### src/rtl/vga_timing_gen.sv
// vga_timing_gen: parametrised VGA raster timing generator.
// Every porch/sync interval and both sync polarities are parameters, and the
// counters wrap at exactly the total period. All outputs are registered and
// describe the same pixel: they show the decode of (h_cnt, v_cnt) one enabled
// cycle behind the counters. 'enable' acts as a pixel-rate clock enable.
// Optional feature: define VGA_TIMING_FRAME_CNT_EN to build the completed-frame
// counter; when it is undefined, frame_count is tied to zero.

module vga_timing_gen #(
    parameter int   H_ACTIVE = 640,
    parameter int   H_FP     = 16,
    parameter int   H_SYNC   = 96,
    parameter int   H_BP     = 48,
    parameter int   V_ACTIVE = 480,
    parameter int   V_FP     = 10,
    parameter int   V_SYNC   = 2,
    parameter int   V_BP     = 33,
    parameter logic HS_POL   = 1'b0,
    parameter logic VS_POL   = 1'b0,
    parameter int   CW       = 11,
    parameter int   FCW      = 8
) (
    input  logic           pixel_clk,
    input  logic           rst,
    input  logic           enable,
    output logic           HS,
    output logic           VS,
    output logic           blank,
    output logic           active,
    output logic [CW-1:0]  hcounter,
    output logic [CW-1:0]  vcounter,
    output logic           line_start,
    output logic           frame_start,
    output logic [FCW-1:0] frame_count
);

    localparam int H_TOTAL = H_ACTIVE + H_FP + H_SYNC + H_BP;
    localparam int V_TOTAL = V_ACTIVE + V_FP + V_SYNC + V_BP;

    // Sync end bounds never overflow CW because each back porch is at least 1.
    localparam logic [CW-1:0] H_LAST     = CW'(H_TOTAL - 1);
    localparam logic [CW-1:0] V_LAST     = CW'(V_TOTAL - 1);
    localparam logic [CW-1:0] H_ACT_END  = CW'(H_ACTIVE);
    localparam logic [CW-1:0] V_ACT_END  = CW'(V_ACTIVE);
    localparam logic [CW-1:0] H_SYNC_BEG = CW'(H_ACTIVE + H_FP);
    localparam logic [CW-1:0] H_SYNC_END = CW'(H_ACTIVE + H_FP + H_SYNC);
    localparam logic [CW-1:0] V_SYNC_BEG = CW'(V_ACTIVE + V_FP);
    localparam logic [CW-1:0] V_SYNC_END = CW'(V_ACTIVE + V_FP + V_SYNC);

    logic [CW-1:0] h_cnt_q, h_cnt_d;
    logic [CW-1:0] v_cnt_q, v_cnt_d;
    logic          hs_q, hs_d;
    logic          vs_q, vs_d;
    logic          blank_q, blank_d;
    logic          active_q, active_d;
    logic [CW-1:0] hcnt_out_q, hcnt_out_d;
    logic [CW-1:0] vcnt_out_q, vcnt_out_d;
    logic          line_start_q, line_start_d;
    logic          frame_start_q, frame_start_d;

    logic          at_line_origin;
    logic          at_frame_origin;
    logic          in_hsync;
    logic          in_vsync;
    logic          in_blank;

    // Raster position decode of the current counter values.
    always_comb begin
        at_line_origin  = (h_cnt_q == '0);
        at_frame_origin = (h_cnt_q == '0) && (v_cnt_q == '0);
        in_hsync        = (h_cnt_q >= H_SYNC_BEG) && (h_cnt_q < H_SYNC_END);
        in_vsync        = (v_cnt_q >= V_SYNC_BEG) && (v_cnt_q < V_SYNC_END);
        in_blank        = (h_cnt_q >= H_ACT_END) || (v_cnt_q >= V_ACT_END);
    end

    // Counter advance: h wraps at H_TOTAL-1 and carries into v, which wraps at V_TOTAL-1.
    always_comb begin
        h_cnt_d = h_cnt_q;
        v_cnt_d = v_cnt_q;
        if (enable) begin
            if (h_cnt_q == H_LAST) begin
                h_cnt_d = '0;
                if (v_cnt_q == V_LAST) begin
                    v_cnt_d = '0;
                end else begin
                    v_cnt_d = v_cnt_q + CW'(1);
                end
            end else begin
                h_cnt_d = h_cnt_q + CW'(1);
            end
        end
    end

    // Output loads: enabled cycles present the current pixel; stalled cycles hold and drop strobes.
    always_comb begin
        hs_d          = hs_q;
        vs_d          = vs_q;
        blank_d       = blank_q;
        active_d      = active_q;
        hcnt_out_d    = hcnt_out_q;
        vcnt_out_d    = vcnt_out_q;
        line_start_d  = 1'b0;
        frame_start_d = 1'b0;
        if (enable) begin
            hs_d          = in_hsync ? HS_POL : ~HS_POL;
            vs_d          = in_vsync ? VS_POL : ~VS_POL;
            blank_d       = in_blank;
            active_d      = ~in_blank;
            hcnt_out_d    = h_cnt_q;
            vcnt_out_d    = v_cnt_q;
            line_start_d  = at_line_origin;
            frame_start_d = at_frame_origin;
        end
    end

    // State and output registers with synchronous reset back to the idle raster.
    always_ff @(posedge pixel_clk) begin
        if (rst) begin
            h_cnt_q       <= '0;
            v_cnt_q       <= '0;
            hs_q          <= ~HS_POL;
            vs_q          <= ~VS_POL;
            blank_q       <= 1'b1;
            active_q      <= 1'b0;
            hcnt_out_q    <= '0;
            vcnt_out_q    <= '0;
            line_start_q  <= 1'b0;
            frame_start_q <= 1'b0;
        end else begin
            h_cnt_q       <= h_cnt_d;
            v_cnt_q       <= v_cnt_d;
            hs_q          <= hs_d;
            vs_q          <= vs_d;
            blank_q       <= blank_d;
            active_q      <= active_d;
            hcnt_out_q    <= hcnt_out_d;
            vcnt_out_q    <= vcnt_out_d;
            line_start_q  <= line_start_d;
            frame_start_q <= frame_start_d;
        end
    end

`ifdef VGA_TIMING_FRAME_CNT_EN
    logic [FCW-1:0] frame_cnt_q, frame_cnt_d;
    logic           seen_first_q, seen_first_d;

    // Count frame starts, but let the first one after reset mark frame 0 instead of incrementing.
    always_comb begin
        frame_cnt_d  = frame_cnt_q;
        seen_first_d = seen_first_q;
        if (enable && at_frame_origin) begin
            seen_first_d = 1'b1;
            if (seen_first_q) begin
                frame_cnt_d = frame_cnt_q + FCW'(1);
            end
        end
    end

    // Frame counter registers.
    always_ff @(posedge pixel_clk) begin
        if (rst) begin
            frame_cnt_q  <= '0;
            seen_first_q <= 1'b0;
        end else begin
            frame_cnt_q  <= frame_cnt_d;
            seen_first_q <= seen_first_d;
        end
    end

    assign frame_count = frame_cnt_q;
`else
    assign frame_count = '0;
`endif

    assign HS          = hs_q;
    assign VS          = vs_q;
    assign blank       = blank_q;
    assign active      = active_q;
    assign hcounter    = hcnt_out_q;
    assign vcounter    = vcnt_out_q;
    assign line_start  = line_start_q;
    assign frame_start = frame_start_q;

endmodule

### config.mk
export PLATFORM = sky130hd
export DESIGN_NAME = vga_timing_gen
export DESIGN_NICKNAME = d
export VERILOG_FILES = /design/src/rtl/vga_timing_gen.sv
export SDC_FILE = /design/constraint.sdc
export NUM_CORES = 1
export LEC_CHECK = 0
export ABC_AREA = 1
export CORE_ASPECT_RATIO = 0.5
export CORE_MARGIN = 4
export CORE_UTILIZATION = 60
export DETAILED_ROUTE_END_ITERATION = 8
export DONT_BUFFER_PORTS = 1
export PLACE_DENSITY = 0.87
export SETUP_SLACK_MARGIN = 0.15
export SYNTH_ARGS = -nofsm -noshare
export SYNTH_HDL_FRONTEND = slang
export SYNTH_SLANG_ARGS = --single-unit
### constraint.sdc
create_clock -name pixel_clk -period 3.25 [get_ports pixel_clk]
set_clock_uncertainty 0.15 [all_clocks]
set_input_delay 0.1625 -clock pixel_clk [delete_from_list [all_inputs] [get_ports pixel_clk]]
set_output_delay 0.1625 -clock pixel_clk [all_outputs]
set_load 0.03 [all_outputs]
======== Word-level counts from Yosys, hierarchy flattened ========
Cells that the tools add are included.
storage, ports and cells
  bits in registers ....................... 50
  output and inout bits ................... 36
cells by class
  add/sub/neg operators ................... 2
  order comparisons ....................... 6
  equal/unequal tests ..................... 2
  muxes and demuxes ....................... 4
  bitwise gates (word level) .............. 2
  reductions and logical operators ........ 8
operators by type and width
  kind                                                                                    count
  11-bit by 1-bit adder with 11-bit output (second input constant)                        2
  11-bit by 10-bit equality test with 1-bit output (second input constant)                2
  11-bit by 10-bit greater-or-equal comparator with 1-bit output (second input constant)  2
  11-bit by 9-bit greater-or-equal comparator with 1-bit output (second input constant)   2
  11-bit zero test                                                                        2
  11-bit two-way mux                                                                      2
  11-bit by 10-bit less-than comparator with 1-bit output (second input constant)         1
  11-bit by 9-bit less-than comparator with 1-bit output (second input constant)          1
  1-bit logical AND                                                                       3
  1-bit two-way mux                                                                       2
  1-bit NOT                                                                               2
  2-bit AND reduction                                                                     1
  2-bit OR reduction                                                                      1
  1-bit logical OR                                                                        1

======== Longest topological paths before layout ========
Gate-level depths: netlist of run 1.
  word-level depth ........................ 3
  depth in mapped cells ................... 9
  mapped depth without buffers ............ 9

======== Worst setup path after synthesis of run 1 ========
Ideal clock, no wire load.
  path kind ............................... flip-flop to flip-flop
  from .................................... register h_cnt_q[0]
  to ...................................... register v_cnt_q[10]
  data arrival time ....................... 1.108 ns
  data required time ...................... 2.972 ns
  slack ................................... 1.864 ns
  cell stages (with the launch flop) ...... 9
  path buffers ............................ 0
  clock period less this slack ............ 1.386 ns
  cells stage by stage .................... dfxtp_1 -> ha_1 -> nand3_1 -> nor2_2 -> nand3_2 -> nor2_1 -> nand2_1 -> nand2_1 -> nor2_1
on the way
  cells in the longest elaborated chain, start to end .. 2
ends and longest elaborated chain
  element                                           line  source
  start: declaration                                50    logic [CW-1:0] h_cnt_q, h_cnt_d;
  start signal: assignment                          130   h_cnt_q <= h_cnt_d;
  11-bit by 10-bit equality test with 1-bit output  81    if (h_cnt_q == H_LAST) begin
  2-bit AND reduction (no source line)              --
  end signal: assignment                            131   v_cnt_q <= v_cnt_d;
  end: declaration                                  51    logic [CW-1:0] v_cnt_q, v_cnt_d;
No other way between the ends.
A chain may end at the register's enable or synchronous reset.

==> results of run 1 <==
==> per-stage QoR <==
stage	instance area [µm²]	setup WS [ns]
floorplan	2390	1.86
global placement	2340	1.71
detailed placement	2340	1.68
CTS	2480	1.36
global route	2480	1.16
finish	2480	1.33
==> power by group through the flow <==
| stage | registers [mW] | clock network, mW | logic (mW) |
|---|---|---|---|
| after floorplan | 0.688 | 0 | 0.0649 |
| after global routing | 0.681 | 0.407 | 0.0801 |
| after global placement | 0.692 | 0 | 0.0516 |
| final | 0.678 | 0.377 | 0.0695 |
| after detailed placement | 0.693 | 0 | 0.0533 |
| after CTS | 0.679 | 0.386 | 0.0689 |
==> logic make-up after synthesis <==
| logic type | Yosys count |
|---|---|
| flops | 50 |
| buf+inv | 55 |
| other cells | 1 |
| fa+ha+maj | 5 |
| compound gates | 57 |
| xor+xnor | 4 |
| simple gates | 157 |
==> routing by layer <==
| layer | global-route usage, % | share of wire (%) | vias to the layer above |
|---|---|---|---|
| li1 | - | - | 1036 |
| met1 | 27.8 | 44 | 963 |
| met2 | 40.1 | 46 | 99 |
| met3 | 6.77 | 8.9 | 12 |
| met4 | 8.39 | 1.6 | 0 |
| met5 | 0 | 0 | - |
==> worst max-delay path: cells and delay by family <==
kind	cells	cell delay, ns
buffers and inverters	3	1.43
and+or+nand+nor	3	0.38
==> sequential cells by signal, summed over array words and instances (netlist names) <==
name         cells
HS               1
VS               1
active           1
blank            1
frame_start      1
h_cnt_q         11
hcounter        11
line_start       1
v_cnt_q         11
vcounter        11
==> worst max-delay path by stage <==
stage,to,slack (ns),cells past startpoint
floorplan,v_cnt_q[10],1.86,8
global placement,v_cnt_q[2],1.71,8
detailed placement,v_cnt_q[9],1.68,8
CTS,v_cnt_q[9],1.36,6
global route,v_cnt_q[1],1.16,6
finish,v_cnt_q[9],1.33,6
==> area by class of cell <==
cell class,count,area share [%]
clock buffers,6,3.33
repair buffers,4,2.02
flip-flops and latches,50,40.3
multi-input cells,231,45.9
clock inverters,2,0.504
well taps,51,2.57
inverters,35,5.30
==> synthesized netlist by cell type <==
| cell type | count |
|---|---|
| nand2_1 | 66 |
| dfxtp_1 | 50 |
| nor2_1 | 45 |
| inv_1 | 30 |
| a21oi_1 | 26 |
| o21ai_0 | 24 |
| nand3_1 | 18 |
| buf_4 | 8 |
| nor3_1 | 8 |
| buf_2 | 5 |
| ha_1 | 5 |
| inv_2 | 5 |
| nor2_2 | 4 |
| xor2_1 | 4 |
| clkbuf_1 | 3 |
| nand4_1 | 3 |
| a211oi_1 | 2 |
| clkbuf_2 | 2 |
| nand2_2 | 2 |
| nand2_4 | 2 |
| nand3_2 | 2 |
| nor3b_1 | 2 |
| o21ai_1 | 2 |
| o21bai_1 | 2 |
| and3_1 | 1 |
| buf_1 | 1 |
| buf_6 | 1 |
| conb_1 | 1 |
| nand3_4 | 1 |
| nand3b_1 | 1 |
| nor2_4 | 1 |
| nor3_2 | 1 |
| o2111ai_1 | 1 |
==> repair_timing <==
| item | in CTS | in global routing |
|---|---|---|
| gates resized for setup | 0 | 0 |
| hold buffers | 4 | 0 |
| endpoints found under the hold margin | 37 | 0 |
==> flow_metrics.env, run 1 <==
export IMPL_crit_fanout=22
export IMPL_n_antenna_cell=0
export IMPL_ios=39
export IMPL_route_detailed_drc=0
export IMPL_power_leakage_nw=0.987
export IMPL_multi_input_area_um2=1140
export IMPL_start_util_pct=65.7
export IMPL_min_period_ns=1.92
export IMPL_crit_chain="dlygate4sd3_1, inv_2, nand2_4, nand2_4, inv_1, nor2_1"
export IMPL_clkPwrFrac_pct=33.5
export IMPL_clockBufferDepth=2
export IMPL_wire_per_inst_um=14.4
export IMPL_hold_violations=0
export IMPL_worst_setup_path_type="input port to register"
export IMPL_numCtsBuffers=5
export IMPL_crit_required_ns=3.31
export IMPL_postCtsSetupBuffers=0
export IMPL_core_area_um2=3600
export IMPL_htree_levels=2
export IMPL_reg2reg_slack_ns=1.59
export IMPL_overflow=0
export IMPL_setup_tns_ns=0
export IMPL_synth_xor_area_share_pct=1.48
export IMPL_rsz0062_at_grt="no"
export IMPL_die_area_um2=5080
export IMPL_yosysUniqueCellTypes=33
export IMPL_syn_inst=329
export IMPL_p_int_mw=0.822
export IMPL_timing_final_crit_share_pct=59.0
export IMPL_nets=335
export IMPL_fin_util_pct=68.9
export IMPL_arrival_ns=1.98
export IMPL_holdPathStages=2
export IMPL_critPathCaptureType="register"
export IMPL_muxShareOfSynthArea_pct=0
export IMPL_rr_worst_depth=8
export IMPL_synthAdderAreaFrac_pct=2.64
export IMPL_vias=2110
export IMPL_yosys_area_share_simple_pct=30.1
export IMPL_fmax_mhz=522
export IMPL_switching_share_pct=26.9
export IMPL_drive_gt1_share_pct=8.23
export IMPL_synth_area_leaders="dfxtp_1 42%, nand2_1 10%, nor2_1 7.1%, a21oi_1 5.5%, o21ai_0 5.1%"
export IMPL_clock_tree_root_cell="clkbuf_8"
export IMPL_rr_startpoint="h_cnt_q[1]"
export IMPL_seqCellArea_um2=1000
export IMPL_mostFrequentLayoutCell="nand2_1"
export IMPL_path_common_cell="nand2_4"
export IMPL_min_from="enable"
export IMPL_crit_path_start="rst"
export IMPL_p_total_mw=1.12
export IMPL_postRouteAntennaNets=0
export IMPL_wirelength_mm=5.47
export IMPL_worstHoldEndpoint="vcounter[0]"
export IMPL_grtUsageTotal_pct=23.1
export IMPL_holdWs_ns=0.0120
export IMPL_antenna_found_initial=0
export IMPL_r2r_end="v_cnt_q[10]"
export IMPL_clk_latency_ns=0.31
export IMPL_stdcell_count=379
export IMPL_synth_compound_area_share_pct=12.6
export IMPL_cp_slowest_cell="dlygate4sd3_1"
export IMPL_dr_pass1_iters=5
export IMPL_synth_warnings=0
export IMPL_dieWidth_um=96.8
export IMPL_tightest_slew_ns=0.738
export IMPL_grt_pass1_vias=1986
export IMPL_synth_top_family_by_area="simple AND/OR/NAND/NOR gates"
export IMPL_fillCellCount=302
export IMPL_gp_congestion=0.973
export IMPL_yosysSeqAreaShare_pct=42.3
export IMPL_ir_worst_vdd_v=0.000290
export IMPL_synth_avg_cell_area_um2=7.20
export IMPL_cts_tree="yes"
export IMPL_synth_top_area_share_pct=42.3
export IMPL_synth_area_um2=2370
export IMPL_setup_viol=0
export IMPL_combPwrFrac_pct=6.2
export IMPL_slew_viol_final=0
export IMPL_hpwl_mm=3.84
export IMPL_io_buffers=0
export IMPL_grt_pass1_wl_mm=9.25
export IMPL_pwr_share_seq_pct=60.3
export IMPL_yosys_area_top_type="dfxtp_1"
export IMPL_clkTransAtPathRegs_ns=0.09
export IMPL_synth_seq_cells=50
export IMPL_relSlewSlack_pct=50.7
export IMPL_cap_violations=0
export IMPL_vias_per_cell=5.57
export IMPL_placed_cells=367
export IMPL_area_growth_pct=4.81
export IMPL_cts_sinks=50
export IMPL_mostFrequentLayoutCells="66 x nand2_1, 50 x dfxtp_1, 45 x nor2_1"
export IMPL_startpoint_type="input port"
export IMPL_max_stage_delay_ns=1.01
export IMPL_grt_start_max_net_pins=47
export IMPL_cellPowerDensity_nw_per_um2=453
export IMPL_rows=15
export IMPL_first_iter_violations=129
export IMPL_hold_class="input port to register"
export IMPL_status="finished clean"
export IMPL_netSwitchingPower_mw=0.302
export IMPL_die_h_um=52.4
Note: power is estimated with default switching activity, not from simulation.
==> run 2, diff against run 1 <==
--- a/config.mk
+++ b/config.mk
@@ -8,10 +8,10 @@
 export ABC_AREA = 1
 export CORE_ASPECT_RATIO = 0.5
 export CORE_MARGIN = 4
-export CORE_UTILIZATION = 60
+export CORE_UTILIZATION = 56
 export DETAILED_ROUTE_END_ITERATION = 8
 export DONT_BUFFER_PORTS = 1
-export PLACE_DENSITY = 0.87
+export PLACE_DENSITY = 0.85
 export SETUP_SLACK_MARGIN = 0.15
 export SYNTH_ARGS = -nofsm -noshare
 export SYNTH_HDL_FRONTEND = slang
==> constraint.sdc (replaced) <==
create_clock -name pixel_clk -period 1.55 [get_ports pixel_clk]
set_clock_uncertainty 0.15 [all_clocks]
set_input_delay 0.0775 -clock pixel_clk [delete_from_list [all_inputs] [get_ports pixel_clk]]
set_output_delay 0.0775 -clock pixel_clk [all_outputs]
set_load 0.03 [all_outputs]
==> run 2 against run 1 <==
  * The flow now finishes with violations (negative hold slack)
  * Flip-flop and latch count stayed put
  * Global-route usage down 1.7 points
  * Setup slack got worse by 1.2 ns
  * Register-to-register slack worse by 1.5 ns
  * Via count grew 2.9%
  * Design area grew 9.9%
  * Clock-buffer cell count decreased by 1
  * Critical path depth up 1
  * First-iteration DRC count increased by 2.3%
  * Non-clock buffer count up 13
  * Die area up 6.3%
  * Critical endpoint is now v_cnt_q[8]
==> flow_metrics.env, run 2 (synthesis gave the netlist of run 1 again) <==
export IMPL_vias=2171
export IMPL_seqCellArea_um2=1020
export IMPL_power_leakage_nw=1.08
export IMPL_fin_util_pct=68.4
export IMPL_multi_input_area_um2=1260
export IMPL_cts_tree="yes"
export IMPL_cts_sinks=50
export IMPL_setup_viol=0
export IMPL_post_dp_cell_area_um2=2390
export IMPL_clockBufferDepth=2
export IMPL_clock_tree_root_cell="clkbuf_8"
export IMPL_ios=39
export IMPL_die_area_um2=5390
export IMPL_crit_fanout=5
export IMPL_clkTransAtPathRegs_ns=0.10
export IMPL_first_iter_violations=132
export IMPL_cellPowerDensity_nw_per_um2=921
export IMPL_fillCellCount=310
export IMPL_mostFrequentLayoutCells="65 x nand2_1, 38 x dfxtp_1, 38 x nor2_1"
export IMPL_timing_final_crit_share_pct=92.5
export IMPL_start_util_pct=59.4
export IMPL_hold_class="input port to register"
export IMPL_wirelength_mm=5.80
export IMPL_setup_ws_ns=0.116
export IMPL_antenna_found_initial=0
export IMPL_grt_pass1_wl_mm=8.89
export IMPL_grtUsageTotal_pct=21.4
export IMPL_critPathCaptureType="register"
export IMPL_wire_per_inst_um=14.7
export IMPL_nets=348
export IMPL_holdWs_ns=-0.328
export IMPL_dieWidth_um=100
export IMPL_area_growth_pct=15.2
export IMPL_mostFrequentLayoutCell="nand2_1"
export IMPL_arrival_ns=1.52
export IMPL_drive_gt1_share_pct=22.6
export IMPL_n_antenna_cell=0
export IMPL_min_period_ns=1.43
export IMPL_grt_pass1_vias=1919
export IMPL_p_total_mw=2.51
export IMPL_dr_pass1_iters=6
export IMPL_violations="negative hold slack"
export IMPL_reg2reg_slack_ns=0.12
export IMPL_htree_levels=2
export IMPL_fin_area_um2=2730
export IMPL_overflow=0
export IMPL_gp_congestion=0.863
export IMPL_vias_per_cell=5.50
export IMPL_io_buffers=0
export IMPL_worst_setup_path_type="register to register"
export IMPL_clk_latency_ns=0.30
export IMPL_core_area_um2=3980
export IMPL_rows=16
export IMPL_hpwl_mm=3.91
export IMPL_grt_start_max_net_pins=51
export IMPL_fmax_mhz=697
export IMPL_status="finished with violations"
export IMPL_die_h_um=54.0
export IMPL_route_detailed_drc=0
export IMPL_ir_worst_vdd_v=0.000540
export IMPL_startpoint_type="register"
export IMPL_crit_required_ns=1.64
export IMPL_postRouteAntennaNets=0
export IMPL_hold_violations=44
export IMPL_slew_viol_final=0
export IMPL_numCtsBuffers=5
export IMPL_cap_violations=0
export IMPL_rsz0062_at_grt="yes"
export IMPL_dp_slack_ns=-0.0394
[run 2: changes by cell type in the layout (fill, tap and decap cells not counted), moves of 3 or more]
cell / previous run / this run
nor2_1: 45 / 38
dfxtp_1: 50 / 38
inv_1: 30 / 25
nor2_4: 1 / 4
nand3_1: 18 / 14
buf_4: 0 / 15
nor2_2: 4 / 8
nand3_2: 2 / 5
dfxtp_2: 0 / 11
inv_2: 5 / 10
[run 2: area by class of cell]
class	count	area share (%)
Inverter	35	4.82
Sequential cell	50	37.4
Clock buffer	5	2.52
Tap cell	54	2.48
Clock inverter	3	1.61
Multi-Input combinational cell	231	46.3
Timing Repair Buffer	17	4.91
[run 2: metrics by stage]
stage	hold slack, ns	cells	TNS [ns]
2_1_floorplan	0.0894	336	0
3_3_place_gp	-0.000675	377	-0.0254
3_5_place_dp	0.000805	377	-0.111
4_1_cts	-0.333	392	0
5_1_grt	-0.343	395	0
6_report	-0.328	395	0
[run 2: what timing repair did]
item	4_1_cts	5_1_grt
pin swaps	13	8
endpoints found under the setup margin	16	20
gates resized for setup	23	24
setup buffers	7	2
endpoints found under the hold margin	45	44
[run 2: per-layer routing]
| layer | up-vias | part of all wire [%] | global-route usage, % |
|---|---|---|---|
| met5 | - | 0 | 0 |
| met2 | 89 | 49 | 38.3 |
| li1 | 1064 | - | - |
| met3 | 10 | 6.9 | 4.92 |
| met1 | 1008 | 43 | 25.3 |
| met4 | 0 | 1.2 | 8.84 |
[run 2: path summary, 6_finish.rpt]
check,from,endpoint,depth (start not counted)
max reg2reg,h_cnt_q[7],v_cnt_q[8],7
max,h_cnt_q[7],v_cnt_q[8],7
min reg2reg,h_cnt_q[10],h_cnt_q[10],2
min,rst,h_cnt_q[6],1
[run 2: worst max-delay path: stages, from the launching register on]
cell and delay (ns):
dfxtp_2 0.37, inv_2 0.10, nand2_1 0.09, nor2_4 0.20, nand3_1 0.11, nor2_1 0.14, nand2_1 0.07, a21oi_1 0.13
[run 2: power breakdown]
part           internal [mW]  switching (mW)  leakage (nW)
clock network          0.484           0.455        0.0585
logic                 0.0561           0.101         0.607
registers               1.32          0.0915         0.414
total                   1.86           0.647          1.08
==> run 3, diff against run 2 <==
--- a/config.mk
+++ b/config.mk
@@ -6,13 +6,15 @@
 export NUM_CORES = 1
 export LEC_CHECK = 0
 export ABC_AREA = 1
+export BUFFER_PORTS_ARGS = -buffer_cell sky130_fd_sc_hd__buf_4
 export CORE_ASPECT_RATIO = 0.5
 export CORE_MARGIN = 4
-export CORE_UTILIZATION = 56
+export CORE_UTILIZATION = 50
 export DETAILED_ROUTE_END_ITERATION = 8
-export DONT_BUFFER_PORTS = 1
-export PLACE_DENSITY = 0.85
+export MAX_ROUTING_LAYER = met4
+export PLACE_DENSITY = 0.86
 export SETUP_SLACK_MARGIN = 0.15
+export SLEW_MARGIN = 10
 export SYNTH_ARGS = -nofsm -noshare
 export SYNTH_HDL_FRONTEND = slang
 export SYNTH_SLANG_ARGS = --single-unit
==> run 3 against run 2 <==
  * Sequential share of layout area fell by 4.2 points
  * Flip-flop and latch count stayed put
  * Die area is 11% higher
  * The run still ends with negative hold slack left
  * Critical path depth is the same
  * Combinational power rose by 110%
  * Power shrank 1.1%
==> flow_metrics.env, run 3 (synthesis gave the netlist of run 1 again) <==
export IMPL_ir_worst_vdd_v=0.000421
export IMPL_p_total_mw=2.48
export IMPL_n_antenna_cell=0
export IMPL_reg2reg_slack_ns=0.03
export IMPL_rows=17
export IMPL_start_util_pct=52.7
export IMPL_hold_violations=1
export IMPL_critPathCaptureType="register"
export IMPL_switching_share_pct=27.6
export IMPL_postRouteAntennaNets=0
export IMPL_clk_latency_ns=0.32
export IMPL_clkPwrFrac_pct=32.3
export IMPL_first_iter_violations=208
export IMPL_tightest_slew_ns=0.664
export IMPL_dr_pass1_iters=5
export IMPL_area_growth_pct=29.7
export IMPL_arrival_ns=1.55
export IMPL_rr_worst_depth=7
export IMPL_grt_pass1_wl_mm=10.2
export IMPL_vias=2415
export IMPL_setup_viol=0
export IMPL_grt_pass1_vias=2226
export IMPL_die_area_um2=5970
export IMPL_crit_fanout=5
export IMPL_dieWidth_um=105
export IMPL_clkTransAtPathRegs_ns=0.09
export IMPL_gp_congestion=0.924
export IMPL_timing_final_crit_share_pct=97.9
export IMPL_startpoint_type="register"
export IMPL_worst_setup_path_type="register to register"
export IMPL_holdWs_ns=-0.00679
export IMPL_io_buffers=30
export IMPL_die_h_um=56.7
export IMPL_antenna_found_initial=0
export IMPL_relSlewSlack_pct=55.6
export IMPL_combPwrFrac_pct=13.4
export IMPL_mostFrequentLayoutCell="nand2_1"
export IMPL_worstHoldEndpoint="h_cnt_q[1]"
export IMPL_clockBufferDepth=2
export IMPL_htree_levels=2
export IMPL_min_from="enable"
export IMPL_route_detailed_drc=0
export IMPL_hpwl_mm=4.25
export IMPL_power_leakage_nw=1.27
export IMPL_numCtsBuffers=5
export IMPL_overflow=0
export IMPL_p_int_mw=1.80
export IMPL_violations="negative hold slack"
export IMPL_grt_start_max_net_pins=27
export IMPL_r2r_end="v_cnt_q[10]"
export IMPL_wirelength_mm=6.81
export IMPL_fin_area_um2=3070
export IMPL_grtUsageTotal_pct=22.0
export IMPL_holdPathStages=3
export IMPL_cellPowerDensity_nw_per_um2=809
export IMPL_slew_viol_final=0
export IMPL_pwr_share_seq_pct=54.3
export IMPL_mostFrequentLayoutCells="63 x nand2_1, 45 x buf_4, 37 x dfxtp_1"
export IMPL_wire_per_inst_um=15.4
export IMPL_netSwitchingPower_mw=0.684
export IMPL_cap_violations=0
export IMPL_status="finished with violations"
export IMPL_clock_tree_root_cell="clkbuf_8"
export IMPL_post_dp_cell_area_um2=2620
export IMPL_rsz0062_at_grt="yes"
export IMPL_drive_gt1_share_pct=32.4
export IMPL_cts_sinks=50
export IMPL_ios=39
export IMPL_fmax_mhz=659
export IMPL_min_period_ns=1.52
export IMPL_rr_startpoint="v_cnt_q[7]"
export IMPL_vias_per_cell=5.45
export IMPL_crit_required_ns=1.59
export IMPL_nets=384
export IMPL_cts_tree="yes"
export IMPL_core_area_um2=4490
export IMPL_hold_class="input port to register"
[run 3: changes by cell type in the layout (fill, tap and decap cells not counted), sizes merged]
cell	before	now
clkbuf	5	7
inv	36	35
dlygate4sd3	1	5
buf	16	48
bufinv	1	0
[run 3: critical path, cell delays in order, from the launching register on]
cell and delay (ns):
dfxtp_1 0.43, nand2_1 0.10, nor2_1 0.21, nand3b_1 0.17, nor2_2 0.13, nand2_1 0.06
nand2_1 0.09, nor2_1 0.04
[run 3: layer usage]
layer | global-route usage, % | share of wire (%)
met5 | - | 0
met4 | 11.0 | 3.5
met3 | 4.71 | 7.9
met2 | 36.0 | 47
met1 | 25.8 | 41
[run 3: worst max path at each step]
stage | startpoint | to | slack [ns]
after CTS | v_cnt_q[0] | v_cnt_q[1] | 0.11
after floorplan | h_cnt_q[0] | v_cnt_q[10] | 0.16
after detailed placement | h_cnt_q[1] | v_cnt_q[2] | -0.02
after global routing | h_cnt_q[1] | v_cnt_q[9] | -0.04
final | v_cnt_q[7] | v_cnt_q[10] | 0.03
after global placement | h_cnt_q[0] | v_cnt_q[2] | 0.06
[run 3: cell type report]
type	count	area, µm²
Timing Repair Buffer	53	422
Inverter	35	136
Tap cell	66	82.6
Fill cell	328	1420
Clock buffer	7	86.3
Clock inverter	1	5.00
Sequential cell	50	1020
Multi-Input combinational cell	231	1320
[run 3: stage by stage]
stage                     utilization (%)  hold slack (ns)  cells  setup slack [ns]  setup TNS, ns
after CTS                            63.9          -0.0634    436             0.106              0
after detailed placement             58.3            0.260    417           -0.0159        -0.0356
after global routing                 68.4         0.000733    443           -0.0420         -0.167
after global placement               58.3            0.250    417            0.0614              0
after floorplan                         -           0.0894    336             0.164              0
final                                68.4         -0.00679    443            0.0328              0
[run 3: what timing repair did]
action                                  4_1_cts  5_1_grt
setup buffers                                 8        5
pin swaps                                    11       12
hold buffers                                  3        2
gates resized for setup                      22       46
hold endpoints to repair                     19       14
endpoints found under the setup margin       17       24
[run 3: power by group through the flow]
stage	Sequential [mW]	Combinational, mW	Clock [mW]
2_1_floorplan	1.44	0.136	0
3_3_place_gp	1.37	0.268	0
3_5_place_dp	1.38	0.274	0
4_1_cts	1.35	0.297	0.785
5_1_grt	1.35	0.351	0.853
6_report	1.35	0.333	0.802
